### src/rtl/rubik_cmd_seq.sv
// Move-command sequencer: buffers host move codes in a FIFO and issues one per
// cycle to the cube core, tracking run/solved state and a saturating move count.
module rubik_cmd_seq #(
  parameter int DEPTH = 8
) (
  input  logic       clk_i,
  input  logic       rst_i,
  input  logic       s_valid_i,
  input  logic [3:0] s_cmd_i,
  output logic       s_ready_o,
  input  logic       pause_i,
  output logic [3:0] cmd_o,
  input  logic       done_i,
  output logic       solved_o,
  output logic [7:0] count_o,
  output logic       err_o
);

  localparam int AW = (DEPTH > 1) ? $clog2(DEPTH) : 1;
  localparam logic [AW:0] FULL = (AW+1)'(DEPTH);

  typedef enum logic [1:0] {IDLE, RUN, SOLVED} state_t;

  state_t        state;
  logic [3:0]    mem [DEPTH];
  logic [AW-1:0] wr_ptr;
  logic [AW-1:0] rd_ptr;
  logic [AW:0]   occ;
  logic          accept;
  logic          push;
  logic          pop;
  logic          illegal;

  function automatic logic [7:0] sat_inc(input logic [7:0] v);
    return (v == 8'hFF) ? v : v + 8'd1;
  endfunction

  // Ready depends on registered occupancy only, so a same-cycle pop never raises it.
  assign s_ready_o = (occ < FULL);
  assign accept    = s_valid_i & s_ready_o;
  assign push      = accept & (s_cmd_i != 4'd0) & (s_cmd_i <= 4'd12);
  assign illegal   = accept & (s_cmd_i >= 4'd13);
  assign pop       = (occ != '0) & ~pause_i;

  always_ff @(posedge clk_i) begin
    if (push) mem[wr_ptr] <= s_cmd_i;
  end

  // Stage boundary: FIFO head -> registered cmd_o, with run/solved tracking.
  always_ff @(posedge clk_i) begin
    if (rst_i) begin
      state    <= IDLE;
      wr_ptr   <= '0;
      rd_ptr   <= '0;
      occ      <= '0;
      cmd_o    <= 4'd0;
      count_o  <= 8'd0;
      err_o    <= 1'b0;
      solved_o <= 1'b0;
    end else begin
      if (push) wr_ptr <= wr_ptr + 1'b1;
      if (pop)  rd_ptr <= rd_ptr + 1'b1;
      case ({push, pop})
        2'b10:   occ <= occ + 1'b1;
        2'b01:   occ <= occ - 1'b1;
        default: ;
      endcase
      cmd_o <= pop ? mem[rd_ptr] : 4'd0;
      if (illegal) err_o <= 1'b1;
      case (state)
        IDLE: begin
          if (pop) begin
            state   <= RUN;
            count_o <= 8'd1;
          end
        end
        RUN: begin
          if (pop) begin
            count_o <= sat_inc(count_o);
          end else if (done_i && (occ == '0) && (cmd_o == 4'd0)) begin
            state    <= SOLVED;
            solved_o <= 1'b1;
          end
        end
        SOLVED: begin
          if (pop) begin
            state    <= RUN;
            count_o  <= 8'd1;
            solved_o <= 1'b0;
          end
        end
        default: begin
          state    <= IDLE;
          solved_o <= 1'b0;
        end
      endcase
    end
  end

endmodule
### config.mk
export PLATFORM = sky130hd
export DESIGN_NAME = rubik_cmd_seq
export DESIGN_NICKNAME = d
export VERILOG_FILES = /design/src/rtl/rubik_cmd_seq.sv
export SDC_FILE = /design/constraint.sdc
export NUM_CORES = 1
export LEC_CHECK = 0
export CAP_MARGIN = 20
export CORE_MARGIN = 2
export CORE_UTILIZATION = 50
export CTS_BUF_LIST = sky130_fd_sc_hd__clkbuf_4
export CTS_CLUSTER_DIAMETER = 40
export CTS_CLUSTER_SIZE = 10
export DETAILED_ROUTE_END_ITERATION = 12
export PLACE_DENSITY = 0.76
export REMOVE_ABC_BUFFERS = 1
export SYNTH_ARGS = -nofsm -noshare
export SYNTH_HDL_FRONTEND = slang
export SYNTH_SLANG_ARGS = --single-unit
### constraint.sdc
create_clock -name clk_i -period 3.5 [get_ports clk_i]
set_input_delay 0.525 -clock clk_i [delete_from_list [all_inputs] [get_ports clk_i]]
set_output_delay 0.525 -clock clk_i [all_outputs]
set_load 0.005 [all_outputs]
; ---- After elaboration in Yosys (flattened, before gate mapping)
; Memory sizes are Yosys's and may differ from the RTL's. A register that Yosys moved wholly into a read port is not among the register bits.
; Cells that the tools add are included.
[word_totals]
ff_bits = 22
ramBits = 32
input_bits = 9
out_inout_bits = 15
wordCells = 64
mem_count = 1
[mem_list]
columns = name, words, width, read_ports, rd_ports_with_merged_regs, write_ports, line_no
row1 = mem, 8, 4, 1, 1, 1, 25  ; logic [3:0] mem [DEPTH];
[classes]
n_addsub = 5
order_cmp = 3
n_eq_ne = 11
n_mux = 15
bitwise_logic = 8
reduce_logical = 14
[ops]
columns = cell, count
row1 = two-way mux 8 bit, 3
row2 = one-hot mux 8 bit (2 select lines), 1
row3 = != test 2 bit (second input constant), 5
row4 = adder 8 x 1 -> 8 bit (second input constant), 1
row5 = equality test 8 bit (second input constant), 1
row6 = logical NOT 4 bit, 2
row7 = one-hot mux 4 bit (2 select lines), 1
row8 = AND reduction 4 bit, 2
row9 = nonzero test 4 bit, 2
row10 = adder 3 x 1 -> 3 bit (second input constant), 2
row11 = two-way mux 2 bit, 3
row12 = bitwise AND 1 bit, 5
row13 = two-way mux 1 bit, 5
row14 = adder 4 x 1 -> 4 bit (second input constant), 1
row15 = equality test 2 x 1 -> 1 bit (second input constant), 2
row16 = equality test 2 bit (second input constant), 2
row17 = greater-or-equal comparator 4 bit (second input constant), 1
row18 = less-or-equal comparator 4 bit (second input constant), 1
row19 = < comparator 4 bit (second input constant), 1
row20 = one-hot mux 2 bit (2 select lines), 1
row21 = nonzero test 2 bit, 2
row22 = OR reduction 2 bit, 2
row23 = subtractor 4 x 1 -> 4 bit (second input constant), 1
row24 = NOT 1 bit, 3
row25 = 5 further kinds, 6

; ---- Longest topological paths before layout
[logic_depth]
ltp_word = 6
ltp_mapped = 13
depth_no_buf = 10

; ---- Least setup slack after synthesis
; No wires, ideal clock.
[synth_timing]
path_type = in2reg
from = input s_cmd_i[1]
to = register occ[2]
setup_time_ns = 0.071
arrival_time_ns = 2.460
required_time_ns = 3.429
setup_slack_ns = 0.969
path_stages = 10
n_path_buf = 1
path_cell_list = o21a_1 a2111o_1 buf_6 ha_1 xor2_1 ha_1 a21oi_1 xor2_1 or3_1 a21oi_1
[synth_between]
elab_chain_len = 5
elab_cells_between_ends = 8
cone_classes = 1 x order compare / 2 x eq/ne / 1 x mux / 2 x bitwise / 2 x reduce/logical
[synth_rtl]
columns = element, line_no
row1 = "start, declared", 9  ; input logic [3:0] s_cmd_i,
row2 = "parallel branches: the longest is 2 deep, another holds less-or-equal comparator 4 bit", --
row3 = bitwise AND 1 bit (*), 41  ; assign push = accept & (s_cmd_i != 4'd0) & (s_cmd_i <= 4'd12);
row4 = equality test 2 x 1 -> 1 bit or equality test 2 bit (tied branches), 63  ; case ({push, pop})
row5 = one-hot mux 4 bit (2 select lines) or nonzero test 2 bit (tied branches), --
row6 = "end signal, assigned", 64  ; 2'b10: occ <= occ + 1'b1;
row7 = "end signal, assigned", 65  ; 2'b01: occ <= occ - 1'b1;
row8 = "end, declared", 28  ; logic [AW:0] occ;
; Every way passes the cells marked *.
; A chain may end at the register's enable or synchronous reset.

; ---- Worst setup path in the final report
; Same ends and word-level chain as after synthesis.

==> results.py <==
metrics = {
    "pwr": {
        "fin_total_pwr_uw": 1810,
        "p_comb_frac": 0.286,
        "p_switching_uw": 586,
        "power.share.clock": 0.212,
        "swShare": 0.324,
        "internal_power_uw": 1220,
        "power.leakage_uw": 0.00100,
        "p_seq_frac": 0.502,
        "ir_worst_vdd_uv": 456,
        "powerDensity_nw_per_um2": 602,
    },
    "timing": {
        "finalHoldViolations": 0,
        "finalMaxSlewViolations": 0,
        "relSlewSlack": 0.332,
        "final-setup-viol-count": 0,
        "skew_ns": 0.0137,
        "finalCritPeriodShare": 0.810,
        "worst_slew_pin_slew_ns": 0.999,
        "rsz0062_at_grt": "no",
        "setup_tns_ns": 0,
        "max_freq_mhz": 353,
        "min_period_ns": 2.84,
        "hold_ws_ns": 0.503,
    },
    "route": {
        "initialDrtViolationCount": 181,
        "drc": 0,
        "ant_nets": 0,
        "drt_wl_total_um": 4730,
        "wl_per_cell_um": 15.2,
        "dr.pass1.iters": 4,
        "avgViaCountPerCell": 5.61,
        "vias": 1749,
    },
    "floorplanning": {
        "core.rowCount": 26,
        "dieArea_um2": 5740,
        "core-area_um2": 5040,
        "fp.dieW_um": 75.8,
        "die_height_um": 75.8,
        "num_io_pins": 24,
        "initial_core_util": 0.511,
    },
    "yosys": {
        "postSynthCellCount": 207,
        "ys_types": 43,
        "syn_area_per_cell_um2": 12.4,
        "synth.cell_area_um2": 2570,
        "yosys_warnings": 0,
        "synth_seq_area_share": 0.575,
        "async_flop_share": 0,
        "synth_edf_count": 32,
        "ys_ff_latch": 58,
        "synthFlopType": "edfxtp_1",
    },
    "global_route": {
        "grt.total_usage": 0.186,
        "antenna_found_initial": 0,
        "grt_overflow": 0,
        "grt_pass1_vias": 1586,
        "grt_max_degree": 28,
        "grt_pass1_wl_um": 7690,
    },
    "critical_path": {
        "crit_chain": "clkdlybuf4s50_1 > o21a_1 > a2111o_1 > ha_1 > xor2_1 > ha_1 > a21oi_1 > xor2_1 > or3_1 > a21oi_1",
        "max_stage_delay_ns": 0.58,
        "cp_top_family": "compound AO/OA/AOI/OAI gates",
        "worstReg2RegEnd": "occ[2]",
        "reg2reg_slack_ns": 1.10,
        "crit_slowest_cell": "clkdlybuf4s50_1",
        "critPathKind": "in2reg",
        "endpoint_kind": "register",
        "path_buf_inv": 1,
        "cp.depth": 10,
        "reg2reg_from": "occ[0]",
        "path_max_fanout": 10,
        "cp.required_ns": 3.80,
        "reg2reg_depth": 10,
        "critPathLaunch": "s_cmd_i[1]",
        "critPathCapture": "occ[2]",
        "cp-start-kind": "input pin",
        "worst_ep_arrival_time_ns": 3.13,
    },
    "final_layout": {
        "postLayoutCoreUtil": 0.595,
        "n_antenna_cell": 0,
        "fill_cells": 413,
        "final_common_cell": "edfxtp_1",
        "area_growth_pct": 16.6,
        "mostFrequentLayoutCells": "32 x edfxtp_1, 26 x dfxtp_1, 23 x clkdlybuf4s50_1, 16 x a21oi_1, 14 x nor2_1",
        "drive_gt1_frac": 0.153,
        "nets": 252,
    },
    "job": {
        "max_cap_viol_count": 0,
    },
    "min_path": {
        "hp-class": "reg2reg",
    },
    "clock_network": {
        "cts-root-buf": "clkbuf_4",
        "cts_setup_buffers": 0,
        "clk_pin_slew_ns": 0.10,
        "ctsHoldBuffers": 0,
        "cts_tree": "built",
        "cts_sinks": 58,
        "htree_levels": 3,
        "cts_buffer_depth": 2,
        "cts_resized": 0,
        "cts_made_buffers": 9,
        "clock_latency_ns": 0.38,
    },
    "placed_design": {
        "port_buffers": 23,
        "place_congestion": 0.800,
        "hpwl_um": 3230,
    },
    "outcome": {
        "status": "complete, no violations",
    },
}
metal layers:
metal / vias to the layer above / GRT usage / routed length, um
li1: 850 / - / -
met4: 0 / 0.0916 / 59
met2: 42 / 0.269 / 2220
met5: - / 0 / 0
met3: 4 / 0.0516 / 178
met1: 853 / 0.258 / 2280
power by group through the flow:
stage	combinational [uW]	clock, uW	sequential, uW
2_1_floorplan	349	0	897
3_3_place_gp	508	0	921
3_5_place_dp	515	0	923
4_1_cts	519	391	907
5_1_grt	577	415	924
6_report	516	383	907
cell families after synthesis:
group,Yosys count,synth area share
AOI/OAI and AO/OA,30,0.0714
xor gates and xnor gates,6,0.0204
muxes,16,0.102
buffers and inverters,20,0.0364
and+or+nand+nor,71,0.166
adders and majority gates,6,0.0292
DFF,58,0.575
metrics by stage:
stage	setup WS, ns	instance area [um^2]	instances
6_report	0.663	3000	312
3_3_place_gp	0.353	2900	296
3_5_place_dp	0.296	2900	296
4_1_cts	0.707	3000	312
5_1_grt	0.534	3000	312
2_1_floorplan	0.917	2500	193
how the worst min path moves through the flow:
stage                         from       end  slack, ns  cells after the start
final                        err_o     err_o       0.50                      2
after global routing      solved_o  solved_o       0.54                      2
after CTS                    err_o     err_o       0.50                      2
after detailed placement     err_o     err_o       0.48                      2
after global placement       err_o     err_o       0.48                      2
after floorplan              err_o     err_o       0.46                      2
cells in the mapped netlist (4+ instances only):
cell type  instances  area (um^2)
nor4_1             7         43.8
nor4b_1            4         35.0
mux4_2             8          180
inv_1              6         22.5
edfxtp_1          32          961
nand2_1            8         30.0
nand3b_1           5         37.5
dfxtp_1           26          521
a21oi_1           16         80.1
ha_1               6         75.1
nand3_1            4         20.0
nor3_1             9         45.0
mux2i_1            7         70.1
nor2_1            14         52.6
clkbuf_1           6         22.5
state kept, by name, indices dropped and copies added, names as in the netlist:
register	cells
occ	4
wr_ptr	3
count_o	8
rd_ptr	3
cmd_o	4
err_o	1
solved_o	1
state	2
mem	32
cell type report:
class                      count  area, um^2  area share
multi-input combinational    129        1000       0.333
clock inverter                 5        22.5     0.00750
tap                           70        87.6      0.0292
inverter                       6        22.5     0.00750
timing repair buffer          33         305       0.102
clock buffer                  11        82.6      0.0275
sequential                    58        1480       0.494
worst min-delay path, stage by stage, from the launching register on:
cell and delay (ns):
dfxtp_1 0.35, a41oi_1 0.05, nor2_1 0.07
No activity file was read; power rests on OpenSTA's default activity.
